===== src/rtl/verifier_pkg.sv =====
// verifier_pkg: shared field width, layer-controller state and round-class types
package verifier_pkg;
  localparam int F_NBITS = 16;
  typedef enum logic [2:0] {IDLE, KICK, WAIT, WPREDS, ERR} vl_state_t;
  typedef enum logic [1:0] {COPY, W1, W2, FINAL} rnd_cls_t;
endpackage


===== src/rtl/verifier_tau_sel.sv =====
// verifier_tau_sel: decodes the round class of a round index and muxes its challenge
module verifier_tau_sel import verifier_pkg::*; #(
  parameter int nCopyBits = 3,
  parameter int nInBits = 3,
  parameter int nRounds = nCopyBits + 2 * nInBits,
  parameter int nCountBits = $clog2(nRounds + 1)
) (
  input  logic [nCountBits-1:0]             count_i,
  input  logic [nCopyBits-1:0][F_NBITS-1:0] w3_vals_i,
  input  logic [nInBits-1:0][F_NBITS-1:0]   w1_vals_i,
  input  logic [nInBits-1:0][F_NBITS-1:0]   w2_vals_i,
  input  logic [F_NBITS-1:0]                tau_final_i,
  output rnd_cls_t                          cls_o,
  output logic [F_NBITS-1:0]                tau_o
);
  int c;
  always_comb begin
    c = int'(count_i);
    cls_o = c < nCopyBits ? COPY : c < nCopyBits + nInBits ? W1 : c < nRounds ? W2 : FINAL;
    tau_o = tau_final_i;
    for (int i = 0; i < nCopyBits; i++)
      if (c == i) tau_o = w3_vals_i[i];
    for (int i = 0; i < nInBits; i++) begin
      if (c == nCopyBits + i) tau_o = w1_vals_i[i];
      if (c == nCopyBits + nInBits + i) tau_o = w2_vals_i[i];
    end
  end
endmodule


===== src/rtl/verifier_layer_ctl.sv =====
// verifier_layer_ctl: sequences copy/w1/w2 sum-check rounds with Horner and wiring-predicate handshakes
module verifier_layer_ctl import verifier_pkg::*; #(
  parameter int nCopyBits = 3,
  parameter int nInBits = 3,
  parameter int earlyAbort = 1,
  parameter int timeoutCycles = 255,
  parameter int nRounds = nCopyBits + 2 * nInBits,
  parameter int nCountBits = $clog2(nRounds + 1)
) (
  input  logic                              clk,
  input  logic                              rst,
  input  logic                              en,
  input  logic                              restart,
  input  logic [nCopyBits-1:0][F_NBITS-1:0] w3_vals,
  input  logic [nInBits-1:0][F_NBITS-1:0]   w1_vals,
  input  logic [nInBits-1:0][F_NBITS-1:0]   w2_vals,
  input  logic [F_NBITS-1:0]                tau_final,
  output logic [F_NBITS-1:0]                tau_out,
  output logic [nCountBits-1:0]             round_idx,
  output logic                              horner_en,
  output logic                              horner_restart,
  output logic                              horner_cubic,
  output logic                              horner_round,
  input  logic                              horner_ready,
  input  logic                              horner_ok,
  input  logic [F_NBITS-1:0]                horner_val,
  output logic                              pred_en,
  output logic                              v1_v2_ready,
  input  logic                              pred_ready,
  input  logic [F_NBITS-1:0]                pred_val,
  output logic                              ok,
  output logic                              ready,
  output logic                              fin_layer,
  output logic                              timeout
);
  localparam int WB = $clog2(timeoutCycles + 1);
  localparam logic [WB-1:0] WD_LIM = WB'(timeoutCycles - 1);
  localparam logic [nCountBits-1:0] LAST_RND = nCountBits'(nRounds);
  vl_state_t state_q, state_d;
  logic [nCountBits-1:0] count_q, count_d;
  logic [WB-1:0] wait_cnt_q, wait_cnt_d;
  logic layok_q, layok_d, timeout_q, timeout_d, en_dly_q;
  logic start, wd_hit, waiting;
  rnd_cls_t cls;
  assign start = en & ~en_dly_q;
  assign waiting = state_q inside {WAIT, WPREDS};
  assign wd_hit = waiting && wait_cnt_q == WD_LIM;
  verifier_tau_sel #(.nCopyBits(nCopyBits), .nInBits(nInBits)) u_tau (
    .count_i(count_q), .w3_vals_i(w3_vals), .w1_vals_i(w1_vals), .w2_vals_i(w2_vals),
    .tau_final_i(tau_final), .cls_o(cls), .tau_o(tau_out)
  );
  always_ff @(posedge clk) begin
    if (rst) begin
      state_q <= IDLE;
      count_q <= '0;
      wait_cnt_q <= '0;
      layok_q <= 1'b0;
      timeout_q <= 1'b0;
      en_dly_q <= 1'b1;
    end else begin
      state_q <= state_d;
      count_q <= count_d;
      wait_cnt_q <= wait_cnt_d;
      layok_q <= layok_d;
      timeout_q <= timeout_d;
      en_dly_q <= en;
    end
  end
  always_comb begin
    state_d = state_q;
    count_d = count_q;
    layok_d = layok_q;
    timeout_d = timeout_q;
    case (state_q)
      IDLE: if (start && (restart || count_q < LAST_RND)) begin
        state_d = KICK;
        count_d = restart ? '0 : count_q + nCountBits'(1);
        layok_d = restart | layok_q;
      end
      KICK: state_d = WAIT;
      WAIT: if (horner_ready) begin
        if (earlyAbort != 0 && !horner_ok) begin
          layok_d = 1'b0;
          count_d = LAST_RND;
          state_d = IDLE;
        end else state_d = count_q < LAST_RND ? IDLE : WPREDS;
      end else if (wd_hit) begin
        timeout_d = 1'b1;
        state_d = ERR;
      end
      WPREDS: if (pred_ready) begin
        layok_d = layok_q & (pred_val == horner_val);
        state_d = IDLE;
      end else if (wd_hit) begin
        timeout_d = 1'b1;
        state_d = ERR;
      end
      ERR: if (start && restart) begin
        state_d = KICK;
        count_d = '0;
        layok_d = 1'b1;
        timeout_d = 1'b0;
      end
      default: state_d = IDLE;
    endcase
    wait_cnt_d = (state_d inside {WAIT, WPREDS}) && state_d != state_q ? '0 :
                 waiting ? wait_cnt_q + WB'(1) : wait_cnt_q;
  end
  always_comb begin
    round_idx = count_q;
    horner_en = state_q == KICK;
    pred_en = state_q == KICK && count_q == '0;
    v1_v2_ready = state_q == WPREDS;
    horner_restart = count_q == '0;
    horner_cubic = cls == COPY;
    horner_round = cls != FINAL;
    timeout = timeout_q;
    ok = layok_q & horner_ok & ~timeout_q;
    ready = state_q == IDLE && !start;
    fin_layer = ready && count_q == LAST_RND;
  end
endmodule


===== config.mk =====
export PLATFORM = sky130hd
export DESIGN_NAME = verifier_layer_ctl
export DESIGN_NICKNAME = d
export VERILOG_FILES = /design/src/rtl/verifier_pkg.sv /design/src/rtl/verifier_tau_sel.sv /design/src/rtl/verifier_layer_ctl.sv
export SDC_FILE = /design/constraint.sdc
export NUM_CORES = 1
export LEC_CHECK = 0
export ABC_AREA = 1
export CAP_MARGIN = 0
export CELL_PAD_IN_SITES_DETAIL_PLACEMENT = 2
export CELL_PAD_IN_SITES_GLOBAL_PLACEMENT = 2
export CORE_MARGIN = 10
export CORE_UTILIZATION = 17
export DETAILED_ROUTE_END_ITERATION = 6
export PLACE_DENSITY_LB_ADDON = 0.1
export SLEW_MARGIN = 20
export SYNTH_ARGS = -nofsm -noshare
export SYNTH_HDL_FRONTEND = slang
export SYNTH_SLANG_ARGS = --single-unit
export TNS_END_PERCENT = 5

===== constraint.sdc =====
create_clock -name clk -period 5.4 [get_ports clk]
set_input_delay 0.81 -clock clk [delete_from_list [all_inputs] [get_ports clk]]
set_output_delay 0.81 -clock clk [all_outputs]
set_load 0.01 [all_outputs]

---- Word-level counts from Yosys, hierarchy flattened ----
Cells that the tools add are included.
word-level totals
  register bits ........................... 18
  bits in read-only memories .............. 0
  input port bits ......................... 199
  memory bits (writable) .................. 0
  bits in latches ......................... 0
  logic and storage cells ................. 104
  memories ................................ 0
operators by class
  $lt $le $gt $ge ......................... 4
  add/sub/neg operators ................... 2
  $mul .................................... 0
  bitwise operators ....................... 7
  shift operators ......................... 0
  muxes and demuxes ....................... 37
  div/mod/pow operators ................... 0
  reduce and logical (&&, ||, !) cells .... 22
  equal/unequal tests ..................... 26
operators by type and width
  kind                 count
  $mux 16              9
  $eq 4x4->1 const B   6
  $mux 4               5
  $eq 16x16->1         1
  $mux 3               5
  $pmux 3 s5           1
  $ne 2x2->1 const B   7
  $eq 3x2->1 const B   4
  $pmux 4 s3           1
  $mux 1               10
  $add 8x1->8 const B  1
  $eq 4x3->1 const B   2
  $eq 8x8->1 const B   1
  $logic_not 4->1      2
  $lt 4x4->1 const B   2
  $mux 2               4
  $logic_and 1x1->1    7
  $reduce_and 6->1     1
  $reduce_bool 3->1    2
  $reduce_and 5->1     1
  $add 4x1->4 const B  1
  $and 1x1->1          4
  $eq 4x2->1 const B   1
  $lt 4x2->1 const B   1
  other kinds (17)     19

---- Longest topological paths before layout ----
Gate-level depths: netlist (run 1).
  word-level depth ........................ 10
  depth in mapped cells ................... 16

---- By module ----
A second synthesis (run 1) with hierarchy kept.
second synthesis, totals
  cell total of the unflattened synthesis .. 641
  area total of the unflattened synthesis .. 3,264.4 um^2
by module, submodules not included
  module              cells an instance  area each (um^2)  instances
  verifier_tau_sel    431                1,921.8           1
  verifier_layer_ctl  210                1,342.5           1

---- Least setup slack after synthesis (run 1) ----
Ideal clock, no wire load.
  kind .................................... register -> output
  start ................................... register count_q[0] (netlist: round_idx[0])
  end ..................................... output port tau_out[2]
  cell stages (with the launch flop) ...... 13
  path slack .............................. 2.883 ns
  buffers on the path ..................... 2
  data required time ...................... 4.590 ns
  arrival time ............................ 1.707 ns
  cell sequence ........................... dfxtp_1 inv_1 ha_1 buf_2 nand3_1 clkbuf_1 nand2_1 inv_1 nand2_1 nand3_1 nand2_1 nand2_1 nand2_1
on the way
  longest elaborated chain between the ends .. 10
  elaborated cells between the ends (all ways) .. 18
ends and longest elaborated chain
  what                    RTL line                  source
  start, declared         verifier_layer_ctl.sv:40  logic [nCountBits-1:0] count_q, count_d;
  start signal, assigned  verifier_layer_ctl.sv:62  count_q <= count_d;
  $logic_not 4->1         verifier_tau_sel.sv:22    if (c == i) tau_o = w3_vals_i[i];
  $mux 16 (3 in a row)    verifier_tau_sel.sv:22
  $mux 16                 verifier_tau_sel.sv:24    if (c == nCopyBits + i) tau_o = w1_vals_i[i];
  $mux 16                 verifier_tau_sel.sv:25    if (c == nCopyBits + nInBits + i) tau_o = w2_vals_i[i];
  $mux 16                 verifier_tau_sel.sv:24
  $mux 16                 verifier_tau_sel.sv:25
  $mux 16                 verifier_tau_sel.sv:24
  $mux 16 *               verifier_tau_sel.sv:25
  end, declared           verifier_layer_ctl.sv:18  output logic [F_NBITS-1:0] tau_out,
Mark *: on every way between the ends. The rest lies on a longest branch, timed or not.

---- Final worst setup path (run 1) ----
  start ................................... register count_q[0] (netlist: round_idx[0])
  end ..................................... output port tau_out[14]
The elaborated chain is that of the path after synthesis.

==> impl_summary.md, run 1 <==
Power
The power consumption is roughly 0.00097 W. The internal cell power is roughly 0.00059 W. The sequential power share is 15.1%. In this run the static leakage power is 2.73 nW. The switching power summed over all nets is 0.000385 W. The fraction of power consumed by the clock network is between 15 and 20%. VDD sags by at most 0.0000874 V. The power share of the combinational group is 67.9%. The power per cell area is approximately 160 nW/um^2. Net switching is between 30% and 40% of the power.

Worst setup path
The category of the worst setup path capture point is a primary output. The worst setup path is of the reg2out kind. Among the stages of the critical path, the cell type that occurs most often is sky130_fd_sc_hd__nand2_1. STA classifies the critical path startpoint as a flop. The count of buffer and inverter cells on the critical path is 5.

For this run, the slowest stage of the critical path takes around 0.66 ns. For this design, the slowest cell found on the critical path is sky130_fd_sc_hd__nor2_1. The arrival time of the worst setup path is 3.46 ns. The family with the most delay on the worst path is buffers and inverters.

STA puts the critical path data required time at roughly 4.6 ns. Traced cell by cell, the critical path runs through inv_1, ha_1, inv_1, nor2_1, inv_1, nand2_1, inv_1, nand2_1, nand2_1, nand2_1, nand2_1, nand2_1, nand2_1, nand2_1, clkdlybuf4s50_1. The maximum fanout encountered on the critical timing path is 21.

Die
The site row count is between 50 and 60. The core box area is approximately 20,000 sq um. between 200 and 250 I/O pins were placed. The height of the chip is 161 microns. The floorplan die area is roughly 26,000 sq um. The effective utilization at floorplan is 17.4%. From left edge to right edge, the die measures approximately 160 microns.

GRT
The total global routing overflow is 0. Across every metal layer, demand over resource in global routing totals 14.2%. The first global-routing pass estimated slightly below 30,000 microns of wire.

The initial antenna violation count is 0. The maximum number of pins on one net before global-route repair is 33. The number of global-route vias before repair was between 5,000 and 6,000.

Cells and area
The share of cells above drive strength 1 is under 10%. Once layout is complete, the utilization of the core stands at between 30 and 40%. The signed area change from the synthesized netlist to the final layout is 73.5%. The finished layout holds 1,140 standard cells, fillers aside. The top cell types in the final layout, fill and taps aside, are 258 x sky130_fd_sc_hd__nand2_1, 228 x sky130_fd_sc_hd__clkdlybuf4s50_1, 100 x sky130_fd_sc_hd__inv_1. Leaving out fill and tap cells, the most frequent cell in the layout is sky130_fd_sc_hd__nand2_1. The number of filler cells placed in the layout is roughly 2,400. For this run, the post-layout net count is between 1,000 and 1,500.

Detailed routing
The final routed DRC violation total is 0. In this run the remaining antenna-violating nets after routing total 0. Dividing the detail-routed via count by the number of cells gives between 4 and 5. Detailed routing inserted a total of 4,813 vias. Summed over all layers, the routed wires come to just under 20,000 microns. The number of DRC markers in iteration 0 is about 160. The pre-antenna-repair detailed-routing pass consisted of 4 iterations.

The mean routed wirelength per cell is between 15 and 20 microns.

Worst hold path
The min-delay analysis places its worst path in the category reg2reg.

CTS
CTS built an H-tree with a depth of 1. The clock slew seen by the registers of the worst setup and hold paths is roughly 0.050 ns. The maximum count of clock buffers along a single path is 2.

TritonCTS built the clock tree. The worst-skew pair later-pin latency is between 0.2 and 0.3 ns. The cell sitting at the root of the clock tree is a sky130_fd_sc_hd__clkbuf_16. The number of sinks on the clock net is 18. The number of buffers inserted by post-CTS setup repair is 0.

TritonCTS created 3 clock buffers. The number of resized instances in the post-cts repair step is 0. For this design, the CTS-stage hold fixing added 0 buffers.

STA
The final count of pins violating max slew is 0. Setup repair after global routing left no endpoint under its margin. Measured against its own limit, the worst slew margin works out to a little under two fifths. Setup violations remaining at the end of the flow were counted as 0.

Of the available clock period, the critical path in the final layout requires 79.0%. The maximum operating frequency is approximately 230 MHz. After layout, the minimum clock period comes to roughly 4.3 ns. After routing, the total negative slack on setup checks comes to 0 ns. The worst setup slack after layout is between 1 and 1.5 ns. The final count of hold timing violations is 0.

The clock tree skew after final layout is ~0.0045 ns. For the pin with the worst max-slew slack, the measured transition is approximately 0.92 ns.

Yosys
The number of flops mapped to enable cells by yosys is 0. The share of synthesized area occupied by flip-flops and latches is between 10% and 20%. The average instance in the mapped netlist occupies about 5 sq um. The total of warnings raised by yosys is 0. The top cell type by area accounts for roughly 29% of the synthesized area. The cell count after synthesis is ~670. The number of flip-flops and latches in the synthesized netlist is 18. The summed instance area of the synthesized netlist is 3400 sq um.

The dominant register cell in the synthesized netlist is sky130_fd_sc_hd__dfxtp_1. Counting flops with an async set or reset pin after synthesis yields a share of 0%. The largest area contributor in the synthesized netlist is sky130_fd_sc_hd__nand2_1. Synthesis instantiated 42 different standard cells from the library. When the netlist entered floorplanning its net count stood at between 800 and 900. After synthesis, the cell types taking the most area are sky130_fd_sc_hd__nand2_1 29%, sky130_fd_sc_hd__nand3_1 12%, sky130_fd_sc_hd__inv_1 11%, sky130_fd_sc_hd__dfxtp_1 11%, sky130_fd_sc_hd__nor2_1 7.6%.

Run
The tool flagged a number of max-cap violations equal to 0.

Placement
The number of placed instances, taps included, is roughly 1,100. The congestion estimate from routability-driven global placement came to roughly 0.8. The HPWL after detailed placement is approximately 17,000 microns. Input and output buffers added on the ports amount to between 200 and 250.

Prior to clock tree synthesis, the placed netlist has a worst setup slack of about 1.3 ns.

Run status
The run finished with clean final reports.
worst min-delay path: stages, from the launching register on:
cell and delay (ns):
sky130_fd_sc_hd__dfxtp_1 0.31, sky130_fd_sc_hd__nand2_1 0.08, sky130_fd_sc_hd__a21oi_2 0.05
logic make-up (layout without fill, tap and decap cells):
logic type | count (synthesis) | count (layout) | synth area share [%]
compound gates | 45 | 45 | 8.00
xor+xnor | 15 | 15 | 3.87
fa+ha+maj | 6 | 6 | 2.21
buf+inv | 130 | 338 | 18.2
flops | 18 | 18 | 10.6
other cells | 0 | 2 | 0
simple gates | 451 | 451 | 57.1
layout make-up:
class | count | area (sq um) | share of cell area [%]
clock buffer | 4 | 88.8 | 1.51
antenna | 2 | 5.00 | 0.0849
multi-input combinational | 517 | 2420 | 41.0
sequential | 18 | 360 | 6.12
timing repair buffer | 230 | 2300 | 39.0
tap | 265 | 332 | 5.63
inverter | 104 | 390 | 6.63
worst paths after layout:
kind / startpoint / to / slack, ns / cells after the start
hold reg to reg: wait_cnt_q[2] / wait_cnt_q[2] / 0.48 / 2
setup / recovery: round_idx[0] / tau_out[14] / 1.13 / 15
setup reg to reg: round_idx[0] / wait_cnt_q[4] / 2.84 / 11
hold / removal: wait_cnt_q[2] / wait_cnt_q[2] / 0.48 / 2
sequential cells by signal, indices dropped and copies added (netlist names):
| name | count |
|---|---|
| layok_q | 1 |
| en_dly_q | 1 |
| timeout | 1 |
| state_q | 3 |
| round_idx | 4 |
| wait_cnt_q | 8 |
Yosys cell counts, types with 2 or more instances:
cell type                  instances
sky130_fd_sc_hd__o21ai_0          18
sky130_fd_sc_hd__a211oi_1          3
sky130_fd_sc_hd__or2_1             4
sky130_fd_sc_hd__a21oi_2           2
sky130_fd_sc_hd__inv_1           101
sky130_fd_sc_hd__ha_1              6
sky130_fd_sc_hd__clkbuf_8          6
sky130_fd_sc_hd__nand3_1          80
sky130_fd_sc_hd__nor2_2            3
sky130_fd_sc_hd__clkinv_1          2
sky130_fd_sc_hd__or2_2            15
sky130_fd_sc_hd__dfxtp_1          18
sky130_fd_sc_hd__o21ai_1           2
sky130_fd_sc_hd__buf_6             4
sky130_fd_sc_hd__nor2_1           69
sky130_fd_sc_hd__nor2_4            2
sky130_fd_sc_hd__nor3_1            5
sky130_fd_sc_hd__o21ai_2           2
sky130_fd_sc_hd__clkbuf_1          6
sky130_fd_sc_hd__xor2_1            8
sky130_fd_sc_hd__nand2_4           2
sky130_fd_sc_hd__nand2_1         258
sky130_fd_sc_hd__xnor2_1           7
sky130_fd_sc_hd__or2_0             4
sky130_fd_sc_hd__a21oi_1          12
sky130_fd_sc_hd__nand2_2           3
sky130_fd_sc_hd__buf_2             7
sky130_fd_sc_hd__nand4_1           2
routing by layer:
| layer | vias to the layer above | GRT usage [%] | share of wire (%) |
|---|---|---|---|
| met5 | - | 0 | 0 |
| met4 | 0 | 1.70 | 0.89 |
| met3 | 8 | 2.85 | 5.3 |
| met2 | 121 | 28.1 | 54 |
| met1 | 2248 | 15.3 | 40 |
| li1 | 2436 | - | - |
through the flow:
step / area (sq um) / hold WS [ns]
finish: 5890 / 0.482
global route: 5890 / 0.507
CTS: 5890 / 0.484
detailed placement: 5800 / 0.474
global placement: 5800 / 0.463
floorplan: 3400 / 0.449
power groups by stage:
stage / sequential [W] / combinational [W] / clock [W]
2_1_floorplan: 0.000147 / 0.000331 / 0
3_3_place_gp: 0.000149 / 0.000668 / 0
3_5_place_dp: 0.000149 / 0.000680 / 0
4_1_cts: 0.000146 / 0.000683 / 0.000170
5_1_grt: 0.000148 / 0.000740 / 0.000176
6_report: 0.000146 / 0.000659 / 0.000165
Power figures use the tool's default switching activity.
==> run 2: changes to the inputs <==
--- a/config.mk
+++ b/config.mk
@@ -10,7 +10,7 @@
 export CELL_PAD_IN_SITES_DETAIL_PLACEMENT = 2
 export CELL_PAD_IN_SITES_GLOBAL_PLACEMENT = 2
 export CORE_MARGIN = 10
-export CORE_UTILIZATION = 17
+export CORE_UTILIZATION = 14
 export DETAILED_ROUTE_END_ITERATION = 6
 export PLACE_DENSITY_LB_ADDON = 0.1
 export SLEW_MARGIN = 20
==> constraint.sdc (replaced) <==
create_clock -name clk -period 3.9 [get_ports clk]
set_input_delay 0.585 -clock clk [delete_from_list [all_inputs] [get_ports clk]]
set_output_delay 0.585 -clock clk [all_outputs]
set_load 0.01 [all_outputs]
==> impl_summary.md, run 2 (synthesis results as in run 1) <==
Cells and area
The most common cell after layout, fill and taps aside is sky130_fd_sc_hd__nand2_1 (unchanged). The signed area change from the synthesized netlist to the final layout is 77.0% (was 73.5%). The final design instance area without fill came to 6010 sq um (was 5890 sq um). The multi-input gate area in the final layout is 2420 sq um (about the same). The flip-flop count of the largest register, all copies and words added is 8 (unchanged).

The register area was 360 sq um (unchanged). Most frequent cells in the layout: 258 x sky130_fd_sc_hd__nand2_1, 228 x sky130_fd_sc_hd__clkdlybuf4s50_1, 101 x sky130_fd_sc_hd__inv_1 (was 258 x sky130_fd_sc_hd__nand2_1, 228 x sky130_fd_sc_hd__clkdlybuf4s50_1, 100 x sky130_fd_sc_hd__inv_1). The number of filler cells placed in the layout is 2,929 (was 2,428). The number of nets in the layout is 1,085 (was 1,079).

The share of cells above drive strength 1 is 5.57% (was 4.70%). The register containing the most flip-flops in the final layout is wait_cnt_q (unchanged).

Detailed routing
The number of DRC markers in iteration 0 was 135 (was 155). The detailed-route wire length is 20,400 microns (was 19,600 microns). The mean routed wirelength per cell came to 17.0 microns (was 17.2 microns).

The final routed DRC violation total is 0 (unchanged). The routed via count divided by cell count came to 4.06 (was 4.22). The overall via count from detail_route is 4,863 (was 4,813). The post-route antenna net violation count is 0 (unchanged). The number of search-and-repair iterations in the first detailed-routing pass is 4 (unchanged).

STA
The sum of negative setup slack was 0 ns (unchanged). The clock tree skew after final layout is 0.00138 ns (was 0.00453 ns). The total of endpoints with negative setup slack in the final report is 0 (unchanged). The final count of pins violating max slew is 0 (unchanged).

Setup repair after global routing missed its margin: no (unchanged). The worst path needs between 3 and 4 ns of the cycle, external delays included. The final count of hold timing violations is 0 (unchanged). Of the available clock period, the critical path in the final layout requires ~90%. The transition at the pin with the smallest max-transition slack is 0.577 ns (was 0.921 ns). The maximum operating frequency is around 300 MHz.

The remaining max-slew budget at the tightest pin is 61.5% (was 38.2%). The hold slack is 0.486 ns (was 0.482 ns).

Die
The core box area is 23,700 sq um (was 19,500 sq um). The floorplan die area is 30,900 sq um (was 26,000 sq um). The site row count was 56 (was 51). The effective utilization at floorplan is 14.3% (was 17.4%). The top-level I/O count came to 229 (unchanged). The width of the die is 176 microns (was 161 microns).

The height of the chip came to 176 microns (was 161 microns).

Worst setup path
The launching element type of the critical path is a flop (unchanged). The family with the most delay on the worst path is buffers and inverters (unchanged). The slowest stage cell on the critical path is sky130_fd_sc_hd__clkdlybuf4s50_1 (was sky130_fd_sc_hd__nor2_1). The required time of the critical path is 3.31 ns (was 4.59 ns). The arrival time of the worst setup path is 2.83 ns (was 3.46 ns). The depth of the most critical reg-to-reg path is 11 (unchanged).

The category of the worst setup path capture point is a primary output (unchanged). The setup slack on the worst flop-to-flop path is 1.68 ns (was 2.84 ns). The startpoint-to-endpoint class of the critical path is reg2out (unchanged).

The most frequent cell on the critical path is sky130_fd_sc_hd__nand2_1 (unchanged). The delay of the slowest cell on the worst path came to 0.53 ns (was 0.66 ns). The source of the worst register-to-register timing path is round_idx[0] (unchanged). CP cell instances: inv_1, ha_1, inv_1, nor2_1, inv_1, o21ai_0, inv_1, nand2_1, nand2_1, nand3_1, nand2_1, nand2_1, nand2_1, clkdlybuf4s50_1 (was inv_1, ha_1, inv_1, nor2_1, inv_1, nand2_1, inv_1, nand2_1, nand2_1, nand2_1, nand2_1, nand2_1, nand2_1, nand2_1, clkdlybuf4s50_1). The endpoint of the most critical register-to-register path is wait_cnt_q[5] (was wait_cnt_q[4]). The maximum fanout encountered on the critical timing path is 21 (unchanged). The count of buffer and inverter cells on the critical path is 5 (unchanged).

Placement
The placed standard-cell area is 5910 sq um (was 5800 sq um). The final weighted congestion of routability-driven global placement came to 0.786 (was 0.801). The estimated wirelength of the detail-placed design is 17,700 microns (was 17,000 microns). The number of port buffers is 228 (unchanged).

Power
The switching share of power was 40.2% (was 39.7%). The fraction of power consumed by the clock network is 16.9% (was 17.0%). The switching power summed over all nets was 0.000549 W (was 0.000385 W). The sequential power share is 14.8% (was 15.1%).

The power share of the combinational group is 68.3% (was 67.9%). The power consumption is 0.00136 W (was 0.000970 W). The peak ir drop on the vdd network was 0.000121 V (was 0.0000874 V). The leakage power of the design is 2.75 nW (was 2.73 nW).

The internal cell power is 0.000816 W (was 0.000586 W). The power per cell area is 227 nW/um^2 (was 165 nW/um^2).

GRT
The number of global-route vias before repair came to 5,464 (was 5,444). The global-route wire length before repair is 31,000 microns (was 29,800 microns). The maximum number of pins on one net before global-route repair came to 33 (unchanged). The global-route total usage across every layer is 12.5% (was 14.2%). The initial antenna violation count is 2 (was 0). The total global routing overflow is 0 (unchanged).

Worst hold path
The instance count along the most critical hold path is 2 (unchanged). The kind of path behind the tightest hold check is reg2reg (unchanged). The sink of the worst hold path is wait_cnt_q[2] (unchanged). The worst hold path startpoint is wait_cnt_q[2] (unchanged).

CTS
The maximum count of clock buffers along a single path came to 2 (unchanged). The CTS tree is built (unchanged). The number of buffers inserted during clock tree synthesis came to 3 (unchanged). The level count of the clock H-tree is 1 (unchanged).

The worst-skew pair later-pin latency is 0.25 ns (about the same). The clock root buffer is sky130_fd_sc_hd__clkbuf_16 (unchanged). The number of sinks on the clock net is 18 (unchanged). The clock slew seen by the registers of the worst setup and hold paths was 0.06 ns (was 0.05 ns).

Run status
Run status: completed (unchanged).

Run
The count of maximum capacitance violations is 0 (unchanged).
-- run 2: cell count changes in the layout (fill, tap and decap cells not counted), sizes merged --
cell / previous run / this run
buf: 2 / 8
clkinv: 3 / 1
diode: 2 / 1
inv: 101 / 102
clkinvlp: 0 / 1
-- run 2: routing by layer --
| metal | vias to the layer above | part of all wire (%) | global-route usage, % | routed length (microns) |
|---|---|---|---|---|
| li1 | 2452 | - | - | - |
| met3 | 6 | 6.2 | 3.22 | 1260 |
| met1 | 2283 | 40 | 13.7 | 8090 |
| met4 | 2 | 0.41 | 0.777 | 83 |
| met2 | 120 | 54 | 24.5 | 10900 |
| met5 | - | 0.054 | 0 | 11 |
-- run 2: power groups by stage --
stage | Clock (W) | Combinational, W | Sequential [W]
after floorplan | 0 | 0.000458 | 0.000203
after global placement | 0 | 0.000953 | 0.000205
after detailed placement | 0 | 0.000964 | 0.000207
after CTS | 0.000238 | 0.000968 | 0.000203
after global routing | 0.000245 | 0.00105 | 0.000205
final | 0.000231 | 0.000932 | 0.000203
-- run 2: how the worst max path moves through the flow --
stage                             from          end  slack (ns)  depth (start not counted)
final                     round_idx[0]   tau_out[4]        0.48                         14
after CTS                 round_idx[0]  tau_out[13]        0.22                         12
after floorplan           round_idx[0]   tau_out[2]        1.61                         12
after detailed placement  round_idx[0]  tau_out[13]        0.49                         12
after global placement    round_idx[0]  tau_out[15]        0.64                         12
after global routing      round_idx[3]   tau_out[4]        0.09                         13
-- run 2: worst min-delay path, cell delays in order (launching register included) --
cell and delay [ns]:
sky130_fd_sc_hd__dfxtp_1 0.31, sky130_fd_sc_hd__nand2_1 0.08, sky130_fd_sc_hd__a21oi_2 0.05
-- run 2: repair_timing --
action / CTS / global route
setup buffers: 0 / 0
setup endpoints to repair: 0 / 5
resized for setup: 0 / 2
hold buffers: 0 / 0
-- run 2: area by class of cell --
type / count / share of cell area, %
antenna: 1 / 0.0416
clock buffer: 4 / 1.48
inverter: 104 / 6.56
multi-input combinational: 517 / 40.3
sequential: 18 / 6.00
tap: 319 / 6.64
timing repair buffer: 236 / 39.0
-- run 2: metrics by stage --
| step | cells | worst slack, ns | util (%) |
|---|---|---|---|
| 3_3_place_gp | 1194 | 0.636 | 25.0 |
| 6_report | 1199 | 0.483 | 25.4 |
| 3_5_place_dp | 1194 | 0.491 | 25.0 |
| 2_1_floorplan | 665 | 1.61 | - |
| 5_1_grt | 1199 | 0.0927 | 25.4 |
| 4_1_cts | 1198 | 0.217 | 25.3 |
==> run 3: changes to the inputs <==
--- a/config.mk
+++ b/config.mk
@@ -9,8 +9,10 @@
 export CAP_MARGIN = 0
 export CELL_PAD_IN_SITES_DETAIL_PLACEMENT = 2
 export CELL_PAD_IN_SITES_GLOBAL_PLACEMENT = 2
+export CORE_ASPECT_RATIO = 0.8
 export CORE_MARGIN = 10
 export CORE_UTILIZATION = 14
+export CTS_CLUSTER_SIZE = 28
 export DETAILED_ROUTE_END_ITERATION = 6
 export PLACE_DENSITY_LB_ADDON = 0.1
 export SLEW_MARGIN = 20
==> impl_summary.md, run 3 (synthesis results as in run 1) <==
Die
The site row count was 50 (was 56). The height of the chip came to 159 microns (was 176 microns). The top-level I/O count is 229 (unchanged).

The floorplan die area is 30,900 sq um (about the same). The effective utilization at floorplan is 14.4% (was 14.3%). The core box area is 23,600 sq um (was 23,700 sq um).

The width of the die is 194 microns (was 176 microns).

CTS
The clock slew seen by the registers of the worst setup and hold paths is 0.06 ns (about the same). The CTS tree is built (unchanged). The number of resized instances in the post-cts repair step is 0 (unchanged). The clock root buffer is sky130_fd_sc_hd__clkbuf_16 (unchanged). The number of buffers inserted by post-CTS setup repair is 0 (unchanged). The number of hold-repair buffers added at the cts stage is 0 (unchanged). The worst-skew pair later-pin latency is 0.25 ns (about the same). The number of buffers inserted during clock tree synthesis was 3 (unchanged). The maximum count of clock buffers along a single path is 2 (unchanged). The number of sinks on the clock net is 18 (unchanged). The level count of the clock H-tree is 1 (unchanged).

GRT
The total global routing overflow was 0 (unchanged). The number of global-route vias before repair was 5,258 (was 5,464). The maximum number of pins on one net before global-route repair is 33 (unchanged). The initial antenna violation count is 5 (was 2). The global-route total usage across every layer is 12.7% (was 12.5%). The global-route wire length before repair is 31,600 microns (was 31,000 microns).

STA
The transition at the pin with the smallest max-transition slack is 0.552 ns (was 0.577 ns). The final count of pins violating max slew is 0 (unchanged). The maximum operating frequency is 286 MHz (was 293 MHz). The sum of negative setup slack is 0 ns (unchanged). The remaining max-slew budget at the tightest pin is 63.1% (was 61.5%).

The total of endpoints with negative setup slack in the final report came to 0 (unchanged). Setup repair after global routing missed its margin: no (unchanged). The clock tree skew after final layout is 0.00182 ns (was 0.00138 ns). The portion of the clock cycle consumed by the worst path in the final layout came to 89.6% (was 87.6%). The final count of hold timing violations came to 0 (unchanged). The clock period minus worst slack is 3.49 ns (was 3.42 ns).

Power
The sequential power share was 14.6% (was 14.8%). The switching power summed over all nets is 0.000577 W (was 0.000549 W). The internal cell power is 0.000818 W (was 0.000816 W). The leakage power of the design is 2.75 nW (about the same). The power share of the combinational group is 68.9% (was 68.3%). The fraction of power consumed by the clock network is 16.6% (was 16.9%). The power per cell area is 232 nW/um^2 (was 227 nW/um^2). The peak ir drop on the vdd network came to 0.000152 V (was 0.000121 V).

The switching share of power is 41.4% (was 40.2%).

Cells and area
Most frequent cells in the layout: 258 x sky130_fd_sc_hd__nand2_1, 228 x sky130_fd_sc_hd__clkdlybuf4s50_1, 100 x sky130_fd_sc_hd__inv_1 (was 258 x sky130_fd_sc_hd__nand2_1, 228 x sky130_fd_sc_hd__clkdlybuf4s50_1, 101 x sky130_fd_sc_hd__inv_1). The register containing the most flip-flops in the final layout is wait_cnt_q (unchanged). The final design instance area without fill is 6010 sq um (about the same). The signed area change from the synthesized netlist to the final layout is 77.1% (was 77.0%). The number of filler cells placed in the layout is 2,894 (was 2,929). The most common cell after layout, fill and taps aside is sky130_fd_sc_hd__nand2_1 (unchanged). The number of nets in the layout was 1,085 (unchanged). The flip-flop count of the largest register, all copies and words added is 8 (unchanged). The share of cells above drive strength 1 was 5.80% (was 5.57%).

Worst setup path
The startpoint-to-endpoint class of the critical path is reg2out (unchanged). The source of the worst register-to-register timing path is round_idx[0] (unchanged). The required time of the critical path is 3.31 ns (about the same). The maximum fanout encountered on the critical timing path is 17 (was 21). The startpoint of the worst setup timing path is round_idx[1] (was round_idx[0]). The launching element type of the critical path is a flop (unchanged). The category of the worst setup path capture point is a primary output (unchanged). The arrival time of the worst setup path is 2.91 ns (was 2.83 ns).

Detailed routing
The mean routed wirelength per cell is 17.2 microns (was 17.0 microns). The overall via count from detail_route is 4,654 (was 4,863). The detailed-route wire length is 20,600 microns (was 20,400 microns). The post-route antenna net violation count was 0 (unchanged).

The number of DRC markers in iteration 0 is 169 (was 135). The routed via count divided by cell count was 3.89 (was 4.06). The final routed DRC violation total is 0 (unchanged). The number of search-and-repair iterations in the first detailed-routing pass is 4 (unchanged).

Placement
The final weighted congestion of routability-driven global placement is 0.832 (was 0.786). The placed standard-cell area is 5900 sq um (was 5910 sq um). The estimated wirelength of the detail-placed design is 18,000 microns (was 17,700 microns). The number of port buffers came to 228 (unchanged).

Run
The count of maximum capacitance violations is 0 (unchanged).

Worst hold path
The worst hold path startpoint is timeout (was wait_cnt_q[2]). The kind of path behind the tightest hold check is reg2reg (unchanged).

Run status
Run status: completed (unchanged).
run 3: changes by cell type in the layout (fill, tap and decap cells not counted):
cell	previous run	this run
sky130_fd_sc_hd__inv_1	101	100
sky130_fd_sc_hd__ha_2	0	1
sky130_fd_sc_hd__nor2_2	4	5
sky130_fd_sc_hd__nor2_1	68	67
sky130_fd_sc_hd__nand3_1	79	80
sky130_fd_sc_hd__nand3_2	2	1
sky130_fd_sc_hd__ha_1	6	5
sky130_fd_sc_hd__clkinvlp_4	1	2
sky130_fd_sc_hd__diode_2	1	4
run 3: cell type report:
class	count	area [sq um]	share of cell area (%)
antenna	4	10.0	0.166
clock buffer	4	88.8	1.48
inverter	104	398	6.62
multi-input combinational	517	2420	40.3
sequential	18	360	5.99
tap	312	390	6.49
timing repair buffer	236	2340	39.0
run 3: stage by stage:
step                      setup slack [ns]  instances  hold slack (ns)  util, %  power (W)
final                                0.407       1195            0.486     25.4    0.00139
after global routing                0.0632       1191            0.516     25.4    0.00154
after CTS                            0.217       1191            0.496     25.3    0.00144
after detailed placement             0.514       1187            0.485     25.0    0.00119
after global placement               0.584       1187            0.464     25.0    0.00118
after floorplan                       1.61        665            0.449        -   0.000661
run 3: path summary, 6_finish.rpt:
check / to / slack, ns / cells after the start
worst min-delay path: timeout / 0.49 / 2
worst max register to register: wait_cnt_q[1] / 1.81 / 10
worst max-delay path: tau_out[5] / 0.41 / 15
worst min register to register: timeout / 0.49 / 2
run 3: worst max-delay path, cell delays in order, from the launching register on:
cell and delay (ns):
sky130_fd_sc_hd__dfxtp_1 0.44, sky130_fd_sc_hd__inv_1 0.12, sky130_fd_sc_hd__ha_1 0.28, sky130_fd_sc_hd__nand2_2 0.18
sky130_fd_sc_hd__buf_4 0.25, sky130_fd_sc_hd__nand3_1 0.10, sky130_fd_sc_hd__nand2_1 0.07, sky130_fd_sc_hd__nand2_1 0.06
sky130_fd_sc_hd__nand3_1 0.13, sky130_fd_sc_hd__nand2_1 0.07, sky130_fd_sc_hd__nand2_1 0.08, sky130_fd_sc_hd__nand3_1 0.07
sky130_fd_sc_hd__nand2_1 0.12, sky130_fd_sc_hd__nand2_1 0.05, sky130_fd_sc_hd__nand2_1 0.06, sky130_fd_sc_hd__clkdlybuf4s50_1 0.56
run 3: power by group through the flow:
stage | Sequential (W) | Clock (W) | Combinational, W
after floorplan | 0.000203 | 0 | 0.000458
after global placement | 0.000206 | 0 | 0.000974
after detailed placement | 0.000207 | 0 | 0.000983
after CTS | 0.000203 | 0.000243 | 0.000990
after global routing | 0.000205 | 0.000250 | 0.00109
final | 0.000203 | 0.000231 | 0.000960
run 3: metal layers:
layer  global-route usage [%]  routed length [microns]
met1                     17.5                    10200
met2                     19.7                     8880
met4                    0.733                       46
met3                     3.99                     1410
met5                        0                       25
